--- src/rtl/div_result_buffer.sv ---
// Result FIFO behind the non-stallable pipelined divider, with a credit counter
// that keeps buffered entries plus in-flight divides from exceeding DEPTH.
module div_result_buffer #(
   parameter int DEPTH = 8,
   parameter int PTR_W = 3,
   parameter int CNT_W = 4
) (
   input  logic              clk,
   input  logic              reset,
   input  logic              issue_valid,
   output logic              issue_ready,
   input  logic              div_done,
   input  logic [31:0]       div_result,
   input  logic [7:0]        div_phys_addr,
   input  logic [31:0]       div_pc,
   input  logic              div_dz_exc,
   output logic              out_valid,
   input  logic              out_ready,
   output logic [31:0]       out_result,
   output logic [7:0]        out_phys_addr,
   output logic [31:0]       out_pc,
   output logic              out_dz_exc,
   output logic [CNT_W-1:0]  occupancy,
   output logic              overflow_err
);

   typedef struct packed {
      logic [31:0] result;
      logic [7:0]  phys_addr;
      logic [31:0] pc;
      logic        dz_exc;
   } entry_t;

   localparam logic [CNT_W:0]   SUM_LIMIT = (CNT_W+1)'(DEPTH);
   localparam logic [CNT_W-1:0] CNT_FULL  = CNT_W'(DEPTH);

   logic [CNT_W-1:0] inflight_q, inflight_d;
   logic [CNT_W-1:0] occ_q, occ_d;
   logic [PTR_W-1:0] wr_ptr_q, wr_ptr_d;
   logic [PTR_W-1:0] rd_ptr_q, rd_ptr_d;
   logic             overflow_q, overflow_d;
   entry_t           mem_q [DEPTH];
   entry_t           mem_d [DEPTH];

   logic [CNT_W:0]   credit_sum;
   logic             accept;
   logic             retire;
   logic             full;
   logic             pop;
   logic             push;
   entry_t           head;

   always_comb begin
      // Summed one bit wider than the counters so the credit compare cannot wrap.
      credit_sum  = {1'b0, inflight_q} + {1'b0, occ_q};
      issue_ready = (credit_sum < SUM_LIMIT);
      accept      = issue_valid & issue_ready;
      retire      = div_done & (inflight_q != '0);
      full        = (occ_q == CNT_FULL);
      out_valid   = (occ_q != '0);
      pop         = out_valid & out_ready;
      push        = div_done & (~full | pop);

      inflight_d = inflight_q;
      if (accept & ~retire) begin
         inflight_d = inflight_q + CNT_W'(1);
      end else if (~accept & retire) begin
         inflight_d = inflight_q - CNT_W'(1);
      end

      occ_d = occ_q;
      if (push & ~pop) begin
         occ_d = occ_q + CNT_W'(1);
      end else if (~push & pop) begin
         occ_d = occ_q - CNT_W'(1);
      end

      wr_ptr_d   = push ? wr_ptr_q + PTR_W'(1) : wr_ptr_q;
      rd_ptr_d   = pop  ? rd_ptr_q + PTR_W'(1) : rd_ptr_q;
      overflow_d = overflow_q | (div_done & full & ~pop);

      mem_d = mem_q;
      if (push) begin
         mem_d[wr_ptr_q] = '{result: div_result, phys_addr: div_phys_addr,
                             pc: div_pc, dz_exc: div_dz_exc};
      end

      // Head fields read as zero when empty so stale slots never leak out.
      head          = out_valid ? mem_q[rd_ptr_q] : '0;
      out_result    = head.result;
      out_phys_addr = head.phys_addr;
      out_pc        = head.pc;
      out_dz_exc    = head.dz_exc;
      occupancy     = occ_q;
      overflow_err  = overflow_q;
   end

   always_ff @(posedge clk) begin
      if (reset) begin
         inflight_q <= '0;
         occ_q      <= '0;
         wr_ptr_q   <= '0;
         rd_ptr_q   <= '0;
         overflow_q <= 1'b0;
      end else begin
         inflight_q <= inflight_d;
         occ_q      <= occ_d;
         wr_ptr_q   <= wr_ptr_d;
         rd_ptr_q   <= rd_ptr_d;
         overflow_q <= overflow_d;
      end
   end

   // Storage needs no reset: occupancy alone decides which slots are live.
   always_ff @(posedge clk) begin
      mem_q <= mem_d;
   end

endmodule

--- config.mk ---
export PLATFORM = sky130hd
export DESIGN_NAME = div_result_buffer
export DESIGN_NICKNAME = d
export VERILOG_FILES = /design/src/rtl/div_result_buffer.sv
export SDC_FILE = /design/constraint.sdc
export NUM_CORES = 1
export LEC_CHECK = 0
export CAP_MARGIN = 0
export CORE_ASPECT_RATIO = 1.1
export CORE_MARGIN = 4
export CORE_UTILIZATION = 55
export DETAILED_ROUTE_END_ITERATION = 7
export DONT_BUFFER_PORTS = 1
export GPL_TIMING_DRIVEN = 0
export PLACE_DENSITY_LB_ADDON = 0.1
export RECOVER_POWER = 50
export SYNTH_ARGS = -nofsm -noshare
export SYNTH_HDL_FRONTEND = slang
export SYNTH_SLANG_ARGS = --single-unit
export TNS_END_PERCENT = 1
--- constraint.sdc ---
create_clock -name clk -period 9.1 [get_ports clk]
set_clock_uncertainty 0.15 [all_clocks]
set_input_delay 0.91 -clock clk [delete_from_list [all_inputs] [get_ports clk]]
set_output_delay 0.91 -clock clk [all_outputs]
set_load 0.02 [all_outputs]
# ---- Yosys cells after proc, flatten, opt, wreduce, memory -nomap -nowiden
# Cells that the tools add are included.
dict set report op_classes {
  n_addsub 7
  order_cmp 4
  n_eq_ne 1
  n_mux 11
  bitwise_logic 19
  n_reduce_logical 5
}
# op n
set op_table {}
lappend op_table {{bitwise mux 584 bit} 1}
lappend op_table {{two-way mux 73 bit} 4}
lappend op_table {{binary-select mux 73 bit (select 3 bit)} 1}
lappend op_table {{demux 73 bit (select 3 bit)} 1}
lappend op_table {{two-way mux 4 bit} 4}
lappend op_table {{AND 1 bit} 10}
lappend op_table {{adder 4 x 1 -> 4 bit, second input constant} 2}
lappend op_table {{greater-or-equal comparator 4 bit, second input constant} 2}
lappend op_table {{NOT 3 -> 4 bit} 2}
lappend op_table {{nonzero test 4 bit} 2}
lappend op_table {{subtractor 4 x 1 -> 4 bit, second input constant} 2}
lappend op_table {{adder 3 x 1 -> 3 bit, second input constant} 2}
lappend op_table {{adder 4 x 4 -> 5 bit} 1}
lappend op_table {{< comparator 5 x 4 -> 1 bit, second input constant} 1}
lappend op_table {{NOT 1 bit} 5}
lappend op_table {{equality test 4 bit, second input constant} 1}
lappend op_table {{< comparator 4 x 1 -> 1 bit, second input constant} 1}
lappend op_table {{nonzero test 2 bit} 2}
lappend op_table {{OR 1 bit} 2}
lappend op_table {{logical AND 1 bit} 1}
dict set report word_totals {
  ff_bits 599
  inputBits 78
  output_inout_bits 80
  word_cells 84
}

# ---- Depth between registers and ports, before layout
# Gate-level depths: netlist (run 1).
dict set report depth {
  depth_word 8
  mapped_depth 11
  ltp_nobuf 11
}

# ---- Least setup slack after synthesis (run 1)
# Ideal clock, no wire load.
dict set report synth_timing {
  path_type {input -> register}
  startpoint {input out_ready}
  endpoint {register mem_q[511] in the netlist's numbering (enable)}
  setup_ps 684
  arrival_time_ps 8062
  t_required_ps 8266
  slack_ps 204
  cell_stages 3
  n_path_buf 0
  path_cell_list {nand2b_1 > o21ai_2 > nor4_1}
}
dict set report synth_between {
  elab_chain_len 3
}
# item line_no
set synth_lines {}
lappend synth_lines {{from (decl)} 18} ;# input logic out_ready,
lappend synth_lines {{AND 1 bit} 61} ;# pop = out_valid & out_ready;
lappend synth_lines {{OR 1 bit} 62} ;# push = div_done & (~full | pop);
lappend synth_lines {{AND 1 bit} 62}
lappend synth_lines {{to (signal assigned)} 116} ;# mem_q <= mem_d;
lappend synth_lines {{to (decl)} 42} ;# entry_t mem_q [DEPTH];
# No other way between the ends.
# A chain may end at the register's enable or synchronous reset.

# ---- Worst setup path after layout (run 1)
dict set report layout_timing {
  startpoint {register occ_q[1], in the netlist occupancy[1]}
  endpoint {register inflight_q[3]}
}
dict set report layout_between {
  elab_chain_len 6
  elab_cells_between_ends 8
  classes_between {add/sub: 1; order compare: 1; mux: 1; bitwise: 4; reduce/logical: 1}
}
# item line_no
set layout_lines {}
lappend layout_lines {{from (decl)} 38} ;# logic [CNT_W-1:0] occ_q, occ_d;
lappend layout_lines {{from (signal assigned)} 101} ;# occ_q <= '0;
lappend layout_lines {{from (signal assigned)} 107} ;# occ_q <= occ_d;
lappend layout_lines {{adder 4 x 4 -> 5 bit (*)} 55} ;# credit_sum = {1'b0, inflight_q} + {1'b0, occ_q};
lappend layout_lines {{< comparator 5 x 4 -> 1 bit (*)} 56} ;# issue_ready = (credit_sum < SUM_LIMIT);
lappend layout_lines {{net issue_ready} 11} ;# output logic issue_ready,
lappend layout_lines {{AND 1 bit (*)} 57} ;# accept = issue_valid & issue_ready;
lappend layout_lines {{NOT 1 bit} 67} ;# end else if (~accept & retire) begin
lappend layout_lines {{AND 1 bit} 67}
lappend layout_lines {{nonzero test 2 bit (no line)} n/a}
lappend layout_lines {{to (signal assigned)} 106} ;# inflight_q <= inflight_d;
lappend layout_lines {{to (decl)} 37} ;# logic [CNT_W-1:0] inflight_q, inflight_d;
# Mark *: on every way through the listed nets, which the timed path passes. The rest lies on a longest branch.

==> key figures, run 1 <==
Yosys
  • Syn nets: approximately 1100
  • Syn. warnings: 0
  • Mean post-synth cell area: about 22 sq um
  • Synthesized area: 0.0231 sq mm
  • Mapped Cells: roughly 1000
  • Post-synthesis cell type count: 33
  • Seq/Total Area, Yosys: about 77%
  • Yosys reg bits: between 500 and 600

STA
  • Hold Worst Slack: around 240 ps
  • Worst relative slew slack: between 20% and 30%
  • Worst Tran Pin Value: approximately 1200 ps
  • Final min period: around 4000 ps
  • RSZ-0062 raised after global routing: false
  • Final hold violations: 0
  • Setup ws final: 5020 ps
  • Fin crit share: around 45%
  • Maximum clock rate: between 0.2 and 0.25 GHz
  • Final setup vio count: 0
  • Slew Limit Fails: 0

Finish
  • Commonest non-fill, non-tap cell in the layout: edfxtp_1
  • Most frequent cells in the layout: edfxtp_1 (584), mux4_2 (146), nor2_1 (92), mux2i_1 (75), clkbuf_16 (57)
  • Ant. Diodes: 0
  • Layout cells sized above 1: between 20 and 30%
  • Nets: between 1000 and 1500
  • P&R area growth vs syn: 13.6%
  • Post-layout util: approximately 63%

Clock network
  • Hold Buf Count CTS: 0
  • Clk Latency, worst-skew pair: ~600 ps
  • Clock Path Buffers: 3
  • Clock transition at path regs: ~60 ps
  • CTS tree: built
  • Num Clock Sinks: between 500 and 600
  • H-tree levels: 2
  • Num CTS Buffers: 57
  • CTS Root Cell: clkbuf_16
  • Post-CTS setup buffer count: 0
  • Resized cells post-CTS: 0

Place
  • Port Buf Inserts: 0
  • GPL Wtd Cong: 0.702
  • Dpl ws: roughly 5000 ps
  • Detail Placement HPWL: around 30000 um

Power and ir drop
  • Pint: around 5 mW
  • Power share of the sequential group: 44.3%
  • Leak pwr: a little over 8 nW
  • Peak supply drop: roughly 0.16 mV
  • Net Sw Frac: 29.3%
  • Clock power share: a little under a third
  • Psw: between 2 and 2.5 mW
  • Pwr Density: roughly 280 mW/mm^2
  • Comb power frac: roughly 26%

Worst setup path
  • Worst Path Buf+Inv: 1
  • CP Cell Sequence: ha_1 -> a31o_2 -> a2111oi_1 -> and2_1 -> ha_1 -> inv_1 -> ha_1 -> a21oi_1 -> a211oi_1 -> a31oi_1 -> mux2_2
  • CP peak stage delay: 1030 ps
  • CP startpoint kind: register
  • Req. time, crit path: approximately 9400 ps
  • Most frequent CP cell: ha_1
  • Kind of cell adding the most delay to the critical path: compound AO/OA/AOI/OAI gates
  • Crit-path slowest cell: a2111oi_1
  • Max FO, Critical Path: 6
  • Kind of critical path: reg -> reg
  • WP data arrival: between 4000 and 5000 ps
  • Worst setup EP type: register

Routing
  • First-iteration detailed-routing DRC count: 705
  • Top sig layer: met4
  • First-pass DRT Iterations: 4
  • Met2 wire len: 22500 um
  • Antenna Nets Post-Route: 0
  • DR WL met3: 3130 um
  • DR WL/cell: roughly 26 um
  • Vias post-DR: just over 10000
  • WL met1: around 19000 um
  • Via density: about 5.9
  • DRC viols: 0
  • Total routed wirelength: ~46000 um

Floorplan
  • Row count: 78
  • Ports: 158
  • Die area: approximately 0.045 sq mm
  • Die width: about 200 um
  • Die H: between 200 and 250 um
  • Initial Utilization: between 50 and 60%
  • CORE AREA: between 0.04 and 0.05 sq mm

Min path
  • Hold Path Class: in -> reg

GRT
  • First-pass GRT wire length: a little under 70000 um
  • Total grt overflow: 0
  • Vias in the first global route: ~11000
  • GR Util All Layers: between 20% and 30%
  • Initial antenna violation count: 0
  • Largest net degree at the start of global routing: 25

Flow run
  • Max-Cap Viols: 0

Outcome
  • Status: finished clean
==> cell usage after synthesis, drive strengths merged <==
library cell	instances	area share (%)
a211oi	2	0.065
or3	1	0.027
o41ai	1	0.038
xor2	5	0.19
buf	46	1.4
a21oi	7	0.15
dfxtp	15	1.3
inv	4	0.065
mux4	146	14
o211ai	1	0.033
clkbuf	7	0.11
xnor2	3	0.11
a31o	1	0.038
nor3	4	0.087
mux2i	75	3.3
ha	11	0.60
a31oi	2	0.054
fa	2	0.17
nor4	1	0.027
mux2	2	0.098
edfxtp	584	76
a2111oi	1	0.043
nand3	4	0.087
nand2b	3	0.081
and2	1	0.027
o21ai	1	0.038
nand2	6	0.098
nor2b	2	0.054
nor2	95	1.6
==> final timing paths <==
check,from,to,slack [ps],depth (start not counted)
max,occupancy[1],inflight_q[3],5020,11
min,div_result[22],mem_q[136],240,0
max reg2reg,occupancy[1],inflight_q[3],5020,11
min reg2reg,wr_ptr_q[1],wr_ptr_q[1],410,2
==> layer usage <==
layer	vias to the layer above	global-route usage [%]
li1	4509	-
met1	5519	28.5
met2	230	32.9
met3	69	6.02
met4	0	4.96
met5	-	0
==> layout make-up <==
| type | count | area (sq um) |
|---|---|---|
| flip-flops and latches | 599 | 17800 |
| fillers | 2875 | 15200 |
| multi-input cells | 377 | 4920 |
| clock buffers | 70 | 1480 |
| well taps | 560 | 701 |
| repair buffers | 59 | 687 |
| plain buffers | 53 | 348 |
| clock inverters | 33 | 238 |
| inverters | 4 | 15.0 |
==> per-stage QoR <==
| stage | instances | TNS, ps | area [sq um] | power (mW) |
|---|---|---|---|---|
| global route | 1755 | 0 | 26200 | 7.62 |
| detailed placement | 1652 | 0 | 24600 | 5.21 |
| finish | 1755 | 0 | 26200 | 7.27 |
| global placement | 1593 | -1346110 | 23800 | 5.18 |
| CTS | 1755 | 0 | 26300 | 7.38 |
| floorplan | 1033 | 0 | 23100 | 4.77 |
==> cells by family (layout without fill, tap and decap cells) <==
family,Yosys count,count (layout),share of synthesized area (%)
AND/OR/NAND/NOR,117,117,2.04
XOR/XNOR,8,8,0.304
flip-flops,599,599,77.3
adder cells (fa/ha/maj),13,13,0.770
multiplexers,223,223,17.6
buffers and inverters,57,219,1.57
AO/OA/AOI/OAI,16,16,0.461
==> power groups by stage <==
stage	logic, mW	registers [mW]	clock network [mW]
6_report	1.87	3.22	2.18
5_1_grt	2.03	3.23	2.36
2_1_floorplan	1.48	3.29	0
3_5_place_dp	1.93	3.28	0
4_1_cts	1.93	3.22	2.23
3_3_place_gp	1.86	3.32	0
==> state kept, by name (all words and copies together), names as in the netlist <==
| signal | count |
|---|---|
| overflow_err | 1 |
| wr_ptr_q | 3 |
| occupancy | 4 |
| mem_q | 584 |
| inflight_q | 4 |
| rd_ptr_q | 3 |
No activity file was read; power rests on OpenSTA's default activity.
==> inputs of run 2 (changes only) <==
==> constraint.sdc (replaced) <==
create_clock -name clk -period 4.19 [get_ports clk]
set_clock_uncertainty 0.15 [all_clocks]
set_input_delay 0.419 -clock clk [delete_from_list [all_inputs] [get_ports clk]]
set_output_delay 0.419 -clock clk [all_outputs]
set_load 0.02 [all_outputs]
==> run 2 against run 1 <==
Compared with the run above:
- combinational power is 130% higher
- die area stayed put
- routed wire length is 1.5% higher
- register-to-register slack worse by 4600 ps
- total power is 120% higher
- clock-buffer cell count is 6 higher
- fmax is 7.7% higher
- cell area is 3.8% higher
- critical endpoint unchanged
- largest power group unchanged
- highest routed layer is now met5
==> key figures, run 2 (synthesis gave the netlist of run 1 again) <==
Floorplan
  • Initial Utilization: 55.8% (unchanged)
  • Die area: 0.0453 sq mm (unchanged)
  • Ports: 158 (unchanged)
  • Die H: 223 um (unchanged)
  • CORE AREA: 0.0414 sq mm (unchanged)
  • Die width: 203 um (unchanged)
  • Row count: 78 (unchanged)

Finish
  • Max FFs per register: 584 (unchanged)
  • Nets: 1297 (+4.4%)
  • P&R area growth vs syn: 17.9%
  • Fin cells: 1812 (+3.2%)
  • FF/Latch Area: 0.0178 sq mm (unchanged)
  • Most frequent cells in the layout: edfxtp_1 (584), mux4_2 (146), nor2_1 (92), dlygate4sd3_1 (76), mux2i_1 (75)
  • Commonest non-fill, non-tap cell in the layout: edfxtp_1
  • Filler instances: 2790 (-3.0%)
  • Layout cells sized above 1: 25.6% (-2.0 points)
  • Largest register by flop count: mem_q
  • Multi-input gate area: 0.00496 sq mm (+0.81%)

Min path
  • Worst Hold Launch: div_done
  • Hold depth: 3 (+3)
  • Hold Crit Endpoint: wr_ptr_q[1]
  • Hold Path Class: in -> reg

STA
  • Fin crit share: 90.4% (+46 points)
  • Worst Tran Pin Value: 1420 ps (+251 ps)
  • Final hold violations: 0 (unchanged)
  • Final setup vio count: 0 (unchanged)
  • RSZ-0062 raised after global routing: false
  • Worst relative slew slack: 4.85% (-17 points)
  • Final min period: 3790 ps (-292 ps)
  • Setup ws final: 404 ps (-4620 ps)
  • Slew Limit Fails: 0 (unchanged)
  • Maximum clock rate: 0.264 GHz (+7.7%)

Outcome
  • Status: finished clean

Place
  • Port Buf Inserts: 0 (unchanged)
  • Detail Placement HPWL: 28900 um (-3.2%)
  • Placed cell count: 1631 (-1.3%)
  • Dpl ws: 39.2 ps (-4940 ps)
  • GPL Wtd Cong: 0.693 (-1.3%)

Clock network
  • Num Clock Sinks: 599 (unchanged)
  • Num CTS Buffers: 57 (unchanged)
  • Post-CTS setup buffer count: 0 (unchanged)
  • CTS tree: built
  • CTS Root Cell: clkbuf_16
  • H-tree levels: 2 (unchanged)
  • Clock transition at path regs: 60 ps (about the same)
  • Clk Latency, worst-skew pair: 590 ps (about the same)
  • Clock Path Buffers: 3 (unchanged)

GRT
  • Largest net degree at the start of global routing: 25 (unchanged)
  • Total grt overflow: 0 (unchanged)
  • GR Util All Layers: 21.2% (+0.64 points)
  • Vias in the first global route: 11100 (+2.6%)
  • First-pass GRT wire length: 71500 um (+3.3%)
  • Initial antenna violation count: 2 (+2)

Worst setup path
  • R2R setup slack: 400 ps (-4620 ps)
  • Max FO, Critical Path: 6 (unchanged)
  • Most frequent CP cell: ha_1
  • Worst setup EP type: register
  • WP data arrival: 4120 ps (-290 ps)
  • Req. time, crit path: 4530 ps (-4910 ps)
  • Reg2Reg Capture Point: inflight_q[3]
  • Crit-path slowest cell: a2111oi_2
  • CP Cell Sequence: ha_1 -> a31o_2 -> a2111oi_2 -> and2_1 -> ha_1 -> inv_1 -> ha_1 -> a21oi_1 -> a211oi_1 -> a31oi_1 -> mux2_2
  • CP startpoint kind: register
  • Reg-to-Reg Start: occupancy[1]
  • Worst-case reg-to-reg path depth: 11 (unchanged)
  • CP peak stage delay: 710 ps (-320 ps)
  • Kind of critical path: reg -> reg

Power and ir drop
  • Power share of the sequential group: 43.1% (-1.2 points)
  • Pint: 11.5 mW (+120%)
  • Comb power frac: 26.0% (+0.3 points)
  • Clock power share: 30.9% (+0.9 points)
  • Net Sw Frac: 29.0% (-0.30 points)
  • Leak pwr: 8.55 nW (+4.5%)
  • Psw: 4.72 mW (+120%)
  • Tot Pwr: 16.2 mW (+120%)
  • Pwr Density: 597 mW/mm^2 (+120%)
  • Peak supply drop: 0.390 mV (+140%)

Routing
  • DR WL/cell: 25.7 um (-1.7%)
  • Vias post-DR: 10500 (+2.1%)
  • First-iteration detailed-routing DRC count: 688 (-2.4%)
  • DRC viols: 0 (unchanged)
  • Via density: 5.82 (-1.1%)
  • Total routed wirelength: 46600 um (+1.5%)
  • First-pass DRT Iterations: 5 (+1)
  • Antenna Nets Post-Route: 0 (unchanged)

Flow run
  • Max-Cap Viols: 0 (unchanged)
[run 2: changes by cell type in the layout (fill, tap and decap cells not counted), moves of 4 or more]
cell	before	now
buf_6	43	19
buf_16	2	14
buf_8	4	11
buf_4	13	0
clkinv_1	14	10
dlygate4sd3_1	0	76
[run 2: cell type report]
type                    count  area share [%]
well taps                 560            2.57
diodes                      1         0.00919
multi-input cells         377            18.2
inverters                   4          0.0552
repair buffers            114            5.59
clock inverters            28           0.965
clock buffers              76            5.77
flip-flops and latches    599            65.5
plain buffers              53            1.28
[run 2: critical path: cells and delay by family (launching register included)]
family / cells / cell delay, ps
compound gates: 5 / 1470
fa+ha+maj: 3 / 800
flops: 1 / 570
mux: 1 / 360
simple gates: 1 / 230
buf+inv: 1 / 100
[run 2: power groups by stage]
stage	Clock (mW)	Sequential [mW]	Combinational, mW
finish	5.03	6.99	4.22
floorplan	0	7.11	3.22
global placement	0	7.16	4.06
detailed placement	0	7.13	4.20
CTS	5.13	7.00	4.33
global route	5.41	7.02	4.57
[run 2: metal layers]
metal,GRT usage [%],wire [um]
met1,30.6,20100
met2,34.1,23200
met3,4.64,2340
met4,4.68,826
met5,0,13
[run 2: how the worst max path moves through the flow]
| stage | slack [ps] | startpoint | endpoint | cells past startpoint |
|---|---|---|---|---|
| 5_1_grt | 190 | occupancy[1] | inflight_q[3] | 11 |
| 4_1_cts | 30 | occupancy[1] | inflight_q[3] | 11 |
| 3_3_place_gp | -4290 | occupancy[0] | mem_q[182] | 5 |
| 2_1_floorplan | -660 | occupancy[0] | mem_q[0] | 5 |
| 3_5_place_dp | 40 | occupancy[1] | inflight_q[3] | 11 |
| 6_report | 400 | occupancy[1] | inflight_q[3] | 11 |
[run 2: repair_timing]
action,in CTS,in global routing
endpoints found under the hold margin,589,0
hold buffers,76,0
resized for setup,0,1
setup endpoints to repair,0,1
[run 2: through the flow]
step           hold slack (ps)  util [%]  TNS (ps)  instance area (sq um)
2_1_floorplan              364         -   -223320                  23100
6_report                 0.283      65.8         0                  27200
4_1_cts                  0.661      65.8         0                  27200
5_1_grt                   16.4      65.8         0                  27200
3_3_place_gp               368      57.6  -2014770                  23800
3_5_place_dp               368      59.5         0                  24600
==> inputs of run 3 (changes only) <==
--- a/config.mk
+++ b/config.mk
@@ -9,11 +9,13 @@
 export CORE_ASPECT_RATIO = 1.1
 export CORE_MARGIN = 4
 export CORE_UTILIZATION = 55
+export CTS_CLUSTER_SIZE = 25
 export DETAILED_ROUTE_END_ITERATION = 7
 export DONT_BUFFER_PORTS = 1
 export GPL_TIMING_DRIVEN = 0
 export PLACE_DENSITY_LB_ADDON = 0.1
 export RECOVER_POWER = 50
+export SLEW_MARGIN = 0
 export SYNTH_ARGS = -nofsm -noshare
 export SYNTH_HDL_FRONTEND = slang
 export SYNTH_SLANG_ARGS = --single-unit
==> results of run 3 <==
No change in the layout: final DEF, timing and power equal those of run 2.
